File: config.mk
export PLATFORM = sky130hd
export DESIGN_NAME = vga_timing_gen
export DESIGN_NICKNAME = d
export VERILOG_FILES = /design/src/rtl/vga_pkg.sv /design/src/rtl/vga_delay_line.sv /design/src/rtl/vga_timing_gen.sv
export SDC_FILE = /design/constraint.sdc
export NUM_CORES = 1
export LEC_CHECK = 0
export BUFFER_PORTS_ARGS = -buffer_cell sky130_fd_sc_hd__clkbuf_2
export CAP_MARGIN = 40
export CORE_ASPECT_RATIO = 2
export CORE_UTILIZATION = 35
export CTS_BUF_LIST = sky130_fd_sc_hd__clkbuf_2
export DETAILED_ROUTE_END_ITERATION = 10
export GPL_ROUTABILITY_DRIVEN = 0
export GPL_TIMING_DRIVEN = 1
export PLACE_DENSITY_LB_ADDON = 0.08
export SETUP_SLACK_MARGIN = 0.4
export SKIP_CTS_REPAIR_TIMING = 1
export SKIP_LAST_GASP = 1
export SYNTH_ARGS = -nofsm -noshare
export SYNTH_HDL_FRONTEND = slang
export SYNTH_SLANG_ARGS = --single-unit
File: constraint.sdc
create_clock -name pclk -period 1.8 [get_ports pclk]
set_input_delay 0.27 -clock pclk [delete_from_list [all_inputs] [get_ports pclk]]
set_output_delay 0.27 -clock pclk [all_outputs]
set_load 0.01 [all_outputs]
File: src/rtl/vga_pkg.sv
// Shared VGA timing constants, RGB888 payload layout and colour-bar palette.
package vga_pkg;

    // 640x480@60 timing (25.175 MHz pixel clock)
    localparam int unsigned DEF_H_SYNC   = 96;
    localparam int unsigned DEF_H_BP     = 48;
    localparam int unsigned DEF_H_ACTIVE = 640;
    localparam int unsigned DEF_H_FP     = 16;
    localparam int unsigned DEF_V_SYNC   = 2;
    localparam int unsigned DEF_V_BP     = 33;
    localparam int unsigned DEF_V_ACTIVE = 480;
    localparam int unsigned DEF_V_FP     = 10;

    // Compact 320x240 timing for quick simulation
    localparam int unsigned TST_H_SYNC   = 16;
    localparam int unsigned TST_H_BP     = 8;
    localparam int unsigned TST_H_ACTIVE = 320;
    localparam int unsigned TST_H_FP     = 8;
    localparam int unsigned TST_V_SYNC   = 2;
    localparam int unsigned TST_V_BP     = 4;
    localparam int unsigned TST_V_ACTIVE = 240;
    localparam int unsigned TST_V_FP     = 2;

    // RGB888 layout: {R,G,B}, red in the top byte
    localparam int unsigned RGB_W  = 24;
    localparam int unsigned COL_W  = 8;
    localparam int unsigned R_LSB  = 16;
    localparam int unsigned G_LSB  = 8;
    localparam int unsigned B_LSB  = 0;
    localparam int unsigned ADDR_W = 10;

    typedef struct packed {
        logic [COL_W-1:0] r;
        logic [COL_W-1:0] g;
        logic [COL_W-1:0] b;
    } rgb_t;

    // Per-pixel control flags carried alongside the colour through the pipeline
    typedef struct packed {
        logic hsync;
        logic vsync;
        logic valid;
        logic frame_start;
        logic line_start;
    } vga_flags_t;

    localparam int unsigned FLAGS_W = $bits(vga_flags_t);

    // Colour-bar palette, left to right
    localparam rgb_t COL_WHITE   = 24'hFF_FF_FF;
    localparam rgb_t COL_YELLOW  = 24'hFF_FF_00;
    localparam rgb_t COL_CYAN    = 24'h00_FF_FF;
    localparam rgb_t COL_GREEN   = 24'h00_FF_00;
    localparam rgb_t COL_MAGENTA = 24'hFF_00_FF;
    localparam rgb_t COL_RED     = 24'hFF_00_00;
    localparam rgb_t COL_BLUE    = 24'h00_00_FF;
    localparam rgb_t COL_BLACK   = 24'h00_00_00;

    // Colour of bar number idx (0 = leftmost)
    function automatic rgb_t bar_colour(input logic [2:0] idx);
        rgb_t c;
        case (idx)
            3'd0:    c = COL_WHITE;
            3'd1:    c = COL_YELLOW;
            3'd2:    c = COL_CYAN;
            3'd3:    c = COL_GREEN;
            3'd4:    c = COL_MAGENTA;
            3'd5:    c = COL_RED;
            3'd6:    c = COL_BLUE;
            default: c = COL_BLACK;
        endcase
        return c;
    endfunction

endpackage

File: src/rtl/vga_delay_line.sv
// WIDTH x DEPTH shift register with enable and synchronous reset value.
// DEPTH = 0 degenerates to a wire.
module vga_delay_line #(
    parameter int unsigned      WIDTH   = 1,
    parameter int unsigned      DEPTH   = 1,
    parameter logic [WIDTH-1:0] RST_VAL = '0
) (
    input  logic             pclk,
    input  logic             reset,
    input  logic             en,
    input  logic [WIDTH-1:0] d_i,
    output logic [WIDTH-1:0] q_o
);

    if (DEPTH == 0) begin : g_pass
        logic unused_ctrl;
        assign unused_ctrl = ^{pclk, reset, en};
        assign q_o         = d_i;
    end else begin : g_shift
        logic [WIDTH-1:0] stage_q [DEPTH];

        // Shift one stage per enabled cycle; reset loads the inactive value everywhere
        always_ff @(posedge pclk) begin
            if (reset) begin
                for (int i = 0; i < int'(DEPTH); i++) stage_q[i] <= RST_VAL;
            end else if (en) begin
                stage_q[0] <= d_i;
                for (int i = 1; i < int'(DEPTH); i++) stage_q[i] <= stage_q[i-1];
            end
        end

        assign q_o = stage_q[DEPTH-1];
    end

endmodule

File: src/rtl/vga_timing_gen.sv
// Parametrised VGA timing generator. Issues pixel requests to a fixed-latency
// source and realigns sync/blank/colour to the returned data.
// Optional build macro VGA_TESTPAT_EN adds testpat_sel and an internal
// colour-bar generator that can replace vga_data.
module vga_timing_gen
    import vga_pkg::*;
#(
    parameter int unsigned H_SYNC   = DEF_H_SYNC,
    parameter int unsigned H_BP     = DEF_H_BP,
    parameter int unsigned H_ACTIVE = DEF_H_ACTIVE,
    parameter int unsigned H_FP     = DEF_H_FP,
    parameter int unsigned V_SYNC   = DEF_V_SYNC,
    parameter int unsigned V_BP     = DEF_V_BP,
    parameter int unsigned V_ACTIVE = DEF_V_ACTIVE,
    parameter int unsigned V_FP     = DEF_V_FP,
    parameter bit          H_POL    = 1'b0,
    parameter bit          V_POL    = 1'b0,
    parameter int unsigned DATA_LAT = 1
) (
    input  logic              pclk,
    input  logic              reset,
    input  logic              en,
    input  logic [RGB_W-1:0]  vga_data,
`ifdef VGA_TESTPAT_EN
    input  logic              testpat_sel,
`endif
    output logic              req,
    output logic [ADDR_W-1:0] h_addr,
    output logic [ADDR_W-1:0] v_addr,
    output logic              hsync,
    output logic              vsync,
    output logic              valid,
    output logic [COL_W-1:0]  vga_r,
    output logic [COL_W-1:0]  vga_g,
    output logic [COL_W-1:0]  vga_b,
    output logic              frame_start,
    output logic              line_start
);

    localparam int unsigned H_TOTAL  = H_SYNC + H_BP + H_ACTIVE + H_FP;
    localparam int unsigned V_TOTAL  = V_SYNC + V_BP + V_ACTIVE + V_FP;
    localparam int unsigned HCW      = $clog2(H_TOTAL);
    localparam int unsigned VCW      = $clog2(V_TOTAL);
    localparam int unsigned H_ACT_LO = H_SYNC + H_BP;
    localparam int unsigned H_ACT_HI = H_ACT_LO + H_ACTIVE;
    localparam int unsigned V_ACT_LO = V_SYNC + V_BP;
    localparam int unsigned V_ACT_HI = V_ACT_LO + V_ACTIVE;

`ifdef VGA_TESTPAT_EN
    localparam int unsigned PIPE_W = FLAGS_W + RGB_W;
`else
    localparam int unsigned PIPE_W = FLAGS_W;
`endif

    localparam vga_flags_t FLAGS_IDLE = '{hsync: ~H_POL, vsync: ~V_POL,
                                         valid: 1'b0, frame_start: 1'b0,
                                         line_start: 1'b0};
`ifdef VGA_TESTPAT_EN
    localparam logic [PIPE_W-1:0] PIPE_IDLE = {FLAGS_IDLE, RGB_W'(0)};
`else
    localparam logic [PIPE_W-1:0] PIPE_IDLE = FLAGS_IDLE;
`endif

    // Parameter sanity
    if (H_SYNC == 0 || H_BP == 0 || H_ACTIVE == 0 || H_FP == 0 ||
        V_SYNC == 0 || V_BP == 0 || V_ACTIVE == 0 || V_FP == 0) begin : g_err_zero
        $error("vga_timing_gen: timing widths must be non-zero");
    end
    if (DATA_LAT > 7) begin : g_err_lat
        $error("vga_timing_gen: DATA_LAT must be 0..7");
    end
    if (H_ACTIVE > 1024 || V_ACTIVE > 1024) begin : g_err_active
        $error("vga_timing_gen: active area limited to 1024x1024");
    end

    // ------------------------------------------------------------------
    // Counters
    // ------------------------------------------------------------------
    logic [HCW-1:0] h_cnt_q, h_cnt_d;
    logic [VCW-1:0] v_cnt_q, v_cnt_d;
    logic [31:0]    hc, vc;
    logic           h_last, v_last;

    assign hc     = 32'(h_cnt_q);
    assign vc     = 32'(v_cnt_q);
    assign h_last = (hc == H_TOTAL - 1);
    assign v_last = (vc == V_TOTAL - 1);

    // Next raster position: h wraps every line, v steps on the h wrap
    always_comb begin
        h_cnt_d = h_cnt_q + HCW'(1);
        v_cnt_d = v_cnt_q;
        if (h_last) begin
            h_cnt_d = '0;
            v_cnt_d = v_last ? '0 : v_cnt_q + VCW'(1);
        end
    end

    // Raster position register
    always_ff @(posedge pclk) begin
        if (reset) begin
            h_cnt_q <= '0;
            v_cnt_q <= '0;
        end else if (en) begin
            h_cnt_q <= h_cnt_d;
            v_cnt_q <= v_cnt_d;
        end
    end

    // ------------------------------------------------------------------
    // Request stage
    // ------------------------------------------------------------------
    logic              h_sync_rgn, v_sync_rgn, h_act_rgn, v_act_rgn;
    logic              req_d, req_q;
    logic [ADDR_W-1:0] h_addr_d, h_addr_q, v_addr_d, v_addr_q;
    vga_flags_t        flags_d;
    logic [PIPE_W-1:0] pipe_d, pipe_q, pipe_dl;

    assign h_sync_rgn = (hc < H_SYNC);
    assign v_sync_rgn = (vc < V_SYNC);
    assign h_act_rgn  = (hc >= H_ACT_LO) && (hc < H_ACT_HI);
    assign v_act_rgn  = (vc >= V_ACT_LO) && (vc < V_ACT_HI);

    // Decode current position into request address and per-pixel flags
    always_comb begin
        req_d    = h_act_rgn & v_act_rgn;
        h_addr_d = '0;
        v_addr_d = '0;
        if (req_d) begin
            h_addr_d = ADDR_W'(hc - H_ACT_LO);
            v_addr_d = ADDR_W'(vc - V_ACT_LO);
        end
        flags_d             = FLAGS_IDLE;
        flags_d.hsync       = h_sync_rgn ? H_POL : ~H_POL;
        flags_d.vsync       = v_sync_rgn ? V_POL : ~V_POL;
        flags_d.valid       = req_d;
        flags_d.line_start  = req_d && (h_addr_d == '0);
        flags_d.frame_start = req_d && (h_addr_d == '0) && (v_addr_d == '0);
    end

`ifdef VGA_TESTPAT_EN
    localparam int unsigned BAR_W = (H_ACTIVE >= 8) ? H_ACTIVE / 8 : 1;

    logic [31:0] bar_raw;
    logic [2:0]  bar_idx;
    logic        border;
    rgb_t        pat_d;

    // Colour bars with a one-pixel white frame around the active area
    always_comb begin
        bar_raw = 32'(h_addr_d) / BAR_W;
        bar_idx = (bar_raw > 32'd7) ? 3'd7 : 3'(bar_raw);
        border  = (h_addr_d == '0) || (32'(h_addr_d) == H_ACTIVE - 1) ||
                  (v_addr_d == '0) || (32'(v_addr_d) == V_ACTIVE - 1);
        pat_d   = border ? COL_WHITE : bar_colour(bar_idx);
    end

    assign pipe_d = {flags_d, pat_d};
`else
    assign pipe_d = flags_d;
`endif

    // Request registers plus the flags that accompany this request
    always_ff @(posedge pclk) begin
        if (reset) begin
            req_q    <= 1'b0;
            h_addr_q <= '0;
            v_addr_q <= '0;
            pipe_q   <= PIPE_IDLE;
        end else if (en) begin
            req_q    <= req_d;
            h_addr_q <= h_addr_d;
            v_addr_q <= v_addr_d;
            pipe_q   <= pipe_d;
        end
    end

    assign req    = req_q;
    assign h_addr = h_addr_q;
    assign v_addr = v_addr_q;

    // ------------------------------------------------------------------
    // Latency-matching delay line
    // ------------------------------------------------------------------
    vga_delay_line #(
        .WIDTH   (PIPE_W),
        .DEPTH   (DATA_LAT),
        .RST_VAL (PIPE_IDLE)
    ) u_flag_dly (
        .pclk  (pclk),
        .reset (reset),
        .en    (en),
        .d_i   (pipe_q),
        .q_o   (pipe_dl)
    );

    // ------------------------------------------------------------------
    // Output stage
    // ------------------------------------------------------------------
    vga_flags_t flags_dl;
    rgb_t       rgb_src;
    rgb_t       rgb_q;
    logic       hsync_q, vsync_q, valid_q, frame_start_q, line_start_q;

    assign flags_dl = pipe_dl[PIPE_W-1 -: FLAGS_W];

`ifdef VGA_TESTPAT_EN
    assign rgb_src = testpat_sel ? rgb_t'(pipe_dl[RGB_W-1:0]) : rgb_t'(vga_data);
`else
    assign rgb_src = rgb_t'(vga_data);
`endif

    // Final alignment register: flags from the delay line, colour from the source
    always_ff @(posedge pclk) begin
        if (reset) begin
            hsync_q       <= ~H_POL;
            vsync_q       <= ~V_POL;
            valid_q       <= 1'b0;
            frame_start_q <= 1'b0;
            line_start_q  <= 1'b0;
            rgb_q         <= '0;
        end else if (en) begin
            hsync_q       <= flags_dl.hsync;
            vsync_q       <= flags_dl.vsync;
            valid_q       <= flags_dl.valid;
            frame_start_q <= flags_dl.frame_start;
            line_start_q  <= flags_dl.line_start;
            rgb_q         <= flags_dl.valid ? rgb_src : '0;
        end
    end

    assign hsync       = hsync_q;
    assign vsync       = vsync_q;
    assign valid       = valid_q;
    assign frame_start = frame_start_q;
    assign line_start  = line_start_q;
    assign vga_r       = rgb_q.r;
    assign vga_g       = rgb_q.g;
    assign vga_b       = rgb_q.b;

endmodule
Word-level counts from Yosys, hierarchy flattened
Memory sizes are Yosys's and may differ from the RTL's.
Index checks and enable logic that the tools add are counted.
- eq/ne operators: 2
- bitwise operators: 1
- add/subtract/negate cells: 4
- order comparisons: 6
- reduce and logical (&&, ||, !) cells: 8
- mux-type cells: 14
- operators by type and width (kind ; count):
    10-bit two-way mux ; 4
    24-bit two-way mux ; 1
    10-bit by 1-bit adder with 10-bit output, second input constant ; 2
    10-bit equality test, second input constant ; 2
    10-bit zero test ; 2
    10-bit less-than comparator, second input constant ; 2
    10-bit by 6-bit >= comparator with 1-bit output, second input constant ; 1
    10-bit by 8-bit >= comparator with 1-bit output, second input constant ; 1
    10-bit by 2-bit less-than comparator with 1-bit output, second input constant ; 1
    10-bit by 7-bit less-than comparator with 1-bit output, second input constant ; 1
    10-bit by 6-bit subtractor with 10-bit output, second input constant ; 1
    10-bit by 8-bit subtractor with 10-bit output, second input constant ; 1
    1-bit two-way mux ; 8
    5-bit two-way mux ; 1
    5-bit OR reduction ; 1
    1-bit logical AND ; 4
    2-bit AND reduction ; 1
    1-bit bitwise AND ; 1
- memories: 1
- memory bits (writable): 5
- register bits after elaboration: 75
- memories (name ; words ; bits a word ; read ports ; clocked after memory_dff ; wr ports ; RTL line ; RTL):
    u_flag_dly.g_shift.stage_q ; 1 ; 5 ; 1 ; 0 ; 1 ; vga_delay_line.sv:20 ; logic [WIDTH-1:0] stage_q [DEPTH];

Logic depth before layout (Yosys ltp)
Gate-level depths: netlist of the first run.
- word-level depth: 7
- depth in mapped cells: 8

Hierarchy
Synthesis of the first run repeated with hierarchy kept, for this count alone.
- cell total of the unflattened synthesis: 382
- area total of the unflattened synthesis: 3580.9 sq um
- modules (own cells, without submodules) (module ; sequential area each (sq um) ; cells each ; times used ; area an instance (sq um)):
    vga_timing_gen ; 1481.4 ; 371 ; 1 ; 3377.0
    vga_delay_line ; 150.1 ; 11 ; 1 ; 203.9

Worst setup path after synthesis of the first run
Ideal clock, no wire load.
- path kind: reg-to-reg
- start: register v_cnt_q[0]
- end: register h_addr_q[8] (netlist: h_addr[8])
- data arrival time: 1672 ps
- buffers on the path: 1
- setup slack: 10 ps
- cell stages (with the launch flop): 8
- path through: dfxtp_1 -> ha_1 -> buf_2 -> o41ai_4 -> a21oi_1 -> a31o_4 -> and2_4 -> a32o_1
- cells in the longest elaborated chain, start to end: 4
- RTL lines (what ; RTL line ; RTL):
    start, declared ; vga_timing_gen.sv:80 ; logic [VCW-1:0] v_cnt_q, v_cnt_d;
    start signal, assigned ; vga_timing_gen.sv:106 ; v_cnt_q <= v_cnt_d;
    10-bit by 6-bit >= comparator with 1-bit output or 10-bit less-than comparator (tied branches) ; vga_timing_gen.sv:122 ; assign v_act_rgn = (vc >= V_ACT_LO) && (vc < V_ACT_HI);
    1-bit logical AND * ; vga_timing_gen.sv:122 ;
    1-bit bitwise AND * ; vga_timing_gen.sv:126 ; req_d = h_act_rgn & v_act_rgn;
    10-bit two-way mux * ; vga_timing_gen.sv:129 ; if (req_d) begin
    end signal, assigned ; vga_timing_gen.sv:172 ; h_addr_q <= h_addr_d;
    end, declared ; vga_timing_gen.sv:115 ; logic [ADDR_W-1:0] h_addr_d, h_addr_q, v_addr_d, v_addr_q;
Mark *: on every way between the ends. The rest lies on a longest branch, timed or not.
A chain may end at the register's enable or synchronous reset.

Worst setup path in the final report of the first run
Ends and elaborated chain as after synthesis.

==> results of run 1 <==
cells by family after synthesis:
kind of cell	count (synthesis)	share of synthesized area [%]
AOI/OAI and AO/OA	80	18.0
xor gates and xnor gates	24	6.22
adders and majority gates	7	2.59
buffers and inverters	38	5.04
DFF	79	48.3
muxes	4	1.19
and+or+nand+nor	119	18.6
final cells by class:
class	instances	area, µm²
Timing Repair Buffer	146	1040
Clock buffer	9	45.0
Fill cell	890	4530
Multi-Input combinational cell	234	1800
Antenna cell	1	2.50
Tap cell	104	130
Sequential cell	79	1710
Inverter	12	47.5
Clock inverter	7	71.3
state kept, by name (all words and copies together), names as in the netlist, 5 cells and up:
name,count
pipe_q,5
h_cnt_q,10
v_cnt_q,10
vga_r,8
u_flag_dly.g_shift.stage_q,5
vga_g,8
v_addr,10
vga_b,8
h_addr,10
power breakdown:
part	switching (mW)	internal, mW
combinational	0.105	0.123
sequential	0.0193	1.79
clock	0.661	0.321
total	0.785	2.24
worst max-delay path: cells and delay by family (launching register included):
kind                     cells  cell delay, ps
adder cells (fa/ha/maj)      1             230
flip-flops                   1             420
AO/OA/AOI/OAI                4             850
AND/OR/NAND/NOR              1             150
metal layers:
metal | global-route usage [%] | up-vias | share of wire [%]
li1 | - | 1516 | -
met1 | 17.7 | 1397 | 36
met2 | 38.5 | 87 | 56
met3 | 3.00 | 26 | 3.9
met4 | 10.9 | 0 | 4.1
met5 | 0 | - | 0
stage by stage:
step / setup slack [ps] / setup TNS (ps)
global placement: 84.3 / 0
floorplan: 50.0 / 0
detailed placement: 55.8 / 0
global route: -18.1 / -29.5
CTS: 14.0 / 0
finish: 60.7 / 0
synth_stat cells (all sizes together), types with 8 or more instances:
master	count
nor2	39
nand4	8
a21oi	9
xnor2	16
xor2	8
inv	12
buf	14
dfxtp	74
clkbuf	12
nand2	29
o21ai	19
a22o	27
how the worst max path moves through the flow:
stage	startpoint	endpoint	slack, ps
after floorplan	v_cnt_q[0]	h_addr[8]	50
after global placement	v_cnt_q[1]	pipe_q[1]	80
after detailed placement	v_cnt_q[1]	pipe_q[1]	60
after CTS	v_cnt_q[0]	pipe_q[1]	10
after global routing	v_cnt_q[0]	h_addr[8]	-20
final	v_cnt_q[0]	h_addr[8]	60
==> results_dict.tcl, run 1 <==
set metrics [dict create \
    status "finished clean" \
    via_per_inst 5.11 \
    endpoint_kind "flop" \
    grt_pass1_vias 2940 \
    peakVddDrop_mv 0.372 \
    dp.cells 542 \
    drv_cap 0 \
    p_total_mw 3.02 \
    reg2regPathDepth 6 \
    period_minus_slack_ps 1740 \
    start_kind "flop" \
    antenna_left 0 \
    rsz0062_at_grt "true" \
    crit_chain "ha_2 > o41ai_4 > a21oi_2 > a31o_4 > and2_4 > a32o_1" \
    path_max_fanout 6 \
    area_growth_pct 43.7 \
    clockRootBuffer "clkbuf_2" \
    core_um2 9380 \
    synth_area_leader_cell "dfxtp_1" \
    finalNetCount 516 \
    synth_seq_cells 79 \
    cts_buffer_depth 2 \
    htree_levels 3 \
    clk_pin_slew_ps 220 \
    slew_headroom_pct 66.1 \
    p_per_area_nw_per_um2 623 \
    ys_warn_count 0 \
    ys_seq_area_share_pct 48.3 \
    numPortBuffers 76 \
    avgRoutedWirePerCell_um 16.0 \
    place_area_um2 4180 \
    num_vias 3026 \
    timing.rr.start "v_cnt_q[0]" \
    synth_edf_count 5 \
    mostFrequentLayoutCells "clkbuf_2 (74), dfxtp_2 (44), buf_4 (40)" \
    drc 0 \
    fin_area_um2 4850 \
    syn_inst 351 \
    drive_gt1_share_pct 47.2 \
    hold_path_class "primary input to flop" \
    synth_area_leaders "dfxtp_1 (44%), a22o_1 (7.0%), edfxtp_1 (4.4%)" \
    min_period_over_period_pct 96.6 \
    num_rows 50 \
    cts_tree "built" \
    grt_first_pass_wirelength_mm 14.6 \
    worstMarginPinSlew_ps 507 \
    synth_top_cell_area_share_pct 43.9 \
    finalHoldViolations 0 \
    slowest_stage "dfxtp_4" \
    insertion_delay_ps 550 \
    setup_viol 0 \
    die_area_um2 10100 \
    async_reset_ff_share_pct 0 \
    start_util_pct 36.0 \
    reg2reg_to "h_addr[8]" \
    worstSetupPathType "flop to flop" \
    drtIter0Drc 103 \
    grt_max_degree 26 \
    drt-pass1-iter-count 7 \
    crit_arrival_ps 2200 \
    critPathRequiredTime_ps 2260 \
    slowest_delay_ps 420 \
    synth_cell_types 55 \
    drv_slew 0 \
    finish.utilization_pct 51.7 \
    layout_commonest_cell "clkbuf_2" \
    synth_area_per_cell_um2 9.62 \
    synth.net_count 385 \
    leakage_nw 2.13 \
    clock_sinks 79 \
    holdWs_ps 56.7 \
    finClkSkew_ps 27.6 \
    clock.fmax_ghz 0.575 \
    wirelength_mm 9.48 \
    grt_overflow 0 \
    rrSetupSlack_ps 60 \
    hold_depth 2 \
    io_pins 77 \
    synth-main-ff-cell "dfxtp_1" \
    dp_hpwl_mm 7.24 \
    finalNonFillerCells 592 \
    whs_endpoint "v_cnt_q[2]" \
    grt_usage_pct 19.3 \
    die_h_um 141 \
    die_w_um 71.5 \
    hp-start "reset" \
    numCtsBuffers 9 \
    synth_area_um2 3380 \
    antenna_found_initial 1 \
]
No activity file was read; power rests on OpenSTA's default activity.
==> inputs of run 2 (changes only) <==
MAX_ROUTING_LAYER = met4   (was default)
==> run 2 against run 1 <==
Net effect: hold slack better by 3.7 ps; critical path type unchanged; worst setup slack worse by 2.3 ps; cell area is 0.13% lower; combinational power hardly changed; clock skew is 4.7 ps lower; non-clock buffer count stayed put; clock power hardly changed.
==> results_dict.tcl, run 2 (synthesized netlist as in run 1, its figures left out) <==
set metrics [dict create \
    via_per_inst 5.14 \
    ff_latch_area_um2 1710 \
    rrSetupSlack_ps 60 \
    hp-start "reset" \
    grt_usage_pct 19.9 \
    htree_levels 3 \
    peakVddDrop_mv 0.370 \
    timing.rr.start "v_cnt_q[0]" \
    layout_commonest_cell "clkbuf_2" \
    clockRootBuffer "clkbuf_2" \
    wirelength_mm 9.52 \
    mostFrequentLayoutCells "clkbuf_2 (74), dfxtp_2 (44), buf_4 (40)" \
    rsz0062_at_grt "true" \
    fin_area_um2 4850 \
    hold_depth 2 \
    place_area_um2 4180 \
    drc 0 \
    drv_slew 0 \
    num_rows 50 \
    grt_overflow 0 \
    status "finished clean" \
    endpoint_kind "flop" \
    cts_tree "built" \
    finalNetCount 516 \
    die_h_um 141 \
    finalNonFillerCells 592 \
    finalHoldViolations 0 \
    seqPwrFrac_pct 60.1 \
    combPwrFrac_pct 7.5 \
    die_area_um2 10100 \
    insertion_delay_ps 550 \
    grt_max_degree 26 \
    worstMarginPinSlew_ps 507 \
    clk_pin_slew_ps 220 \
    path_max_fanout 6 \
    min_period_over_period_pct 96.8 \
    p_int_mw 2.24 \
    dp_hpwl_mm 7.24 \
    num_vias 3042 \
    critPathRequiredTime_ps 2260 \
    io_pins 77 \
    n_fill_cell 890 \
    setup_viol 0 \
    die_w_um 71.5 \
    clock.fmax_ghz 0.574 \
    grt_pass1_vias 2943 \
    hold_path_class "primary input to flop" \
    reg2reg_to "h_addr[8]" \
    finClkSkew_ps 23.0 \
    start_kind "flop" \
    swShare_pct 25.9 \
    p_clk_share_pct 32.4 \
    drtIter0Drc 133 \
    avgRoutedWirePerCell_um 16.1 \
    worstSetupPathType "flop to flop" \
    cts_buffer_depth 2 \
    whs_endpoint "v_cnt_q[2]" \
    start_util_pct 36.0 \
    leakage_nw 2.12 \
    switchingPower_mw 0.782 \
    grt_first_pass_wirelength_mm 14.6 \
    dp.cells 542 \
    multi_input_area_um2 1800 \
    period_minus_slack_ps 1740 \
    p_per_area_nw_per_um2 623 \
    reg2regPathDepth 6 \
    antenna_found_initial 1 \
    core_um2 9380 \
    crit_arrival_ps 2200 \
    numCtsBuffers 9 \
    antenna_left 0 \
    area_growth_pct 43.5 \
    clock_sinks 79 \
    drive_gt1_share_pct 47.2 \
    drt-pass1-iter-count 6 \
    numPortBuffers 76 \
    slew_headroom_pct 66.1 \
    drv_cap 0 \
]
## run 2: cell counts in the layout (fill, tap and decap cells not counted)
No cell type changed its count.
## run 2: layout make-up
| class | instances | share of cell area, % |
|---|---|---|
| sequential | 79 | 35.3 |
| antenna | 1 | 0.0516 |
| multi-input combinational | 234 | 37.2 |
| tap | 104 | 2.68 |
| inverter | 12 | 0.981 |
| clock buffer | 9 | 0.929 |
| clock inverter | 7 | 1.47 |
| timing repair buffer | 146 | 21.4 |
## run 2: per-layer routing
| layer | up-vias | wire [µm] | GRT usage (%) |
|---|---|---|---|
| met1 | 1420 | 3430 | 17.7 |
| met2 | 86 | 5380 | 38.5 |
| met4 | 0 | 374 | 10.9 |
| li1 | 1513 | - | - |
| met5 | - | 0 | - |
| met3 | 23 | 336 | 2.93 |
## run 2: stage by stage
stage                     total power, mW  setup TNS, ps  util [%]  hold slack, ps  worst slack [ps]
after global routing                 3.17          -29.4      51.7            25.2             -18.0
final                                3.02              0      51.7            60.5              58.5
after floorplan                      1.93              0         -             396              50.0
after CTS                            3.02              0      45.7            -134              14.0
after global placement               2.02              0      44.5             438              84.3
after detailed placement             2.02              0      44.5             441              55.8
## run 2: power by group through the flow
stage | clock network, mW | logic, mW | registers, mW
floorplan | 0 | 0.0760 | 1.86
global placement | 0 | 0.173 | 1.85
detailed placement | 0 | 0.172 | 1.85
CTS | 1.03 | 0.174 | 1.82
global route | 1.10 | 0.247 | 1.82
finish | 0.979 | 0.227 | 1.81
## run 2: worst max-delay path by stage
stage,start,endpoint,slack [ps],cells after the start
6_report,v_cnt_q[0],h_addr[8],60,6
5_1_grt,v_cnt_q[0],h_addr[8],-20,6
4_1_cts,v_cnt_q[0],pipe_q[1],10,6
3_5_place_dp,v_cnt_q[1],pipe_q[1],60,6
3_3_place_gp,v_cnt_q[1],pipe_q[1],80,6
2_1_floorplan,v_cnt_q[0],h_addr[8],50,7
## run 2: critical path, cell delays in order (launching register included)
cell and delay [ps]:
dfxtp_4 420, ha_2 230, o41ai_4 260, a21oi_2 100, a31o_4 240, and2_4 150
a32o_1 250
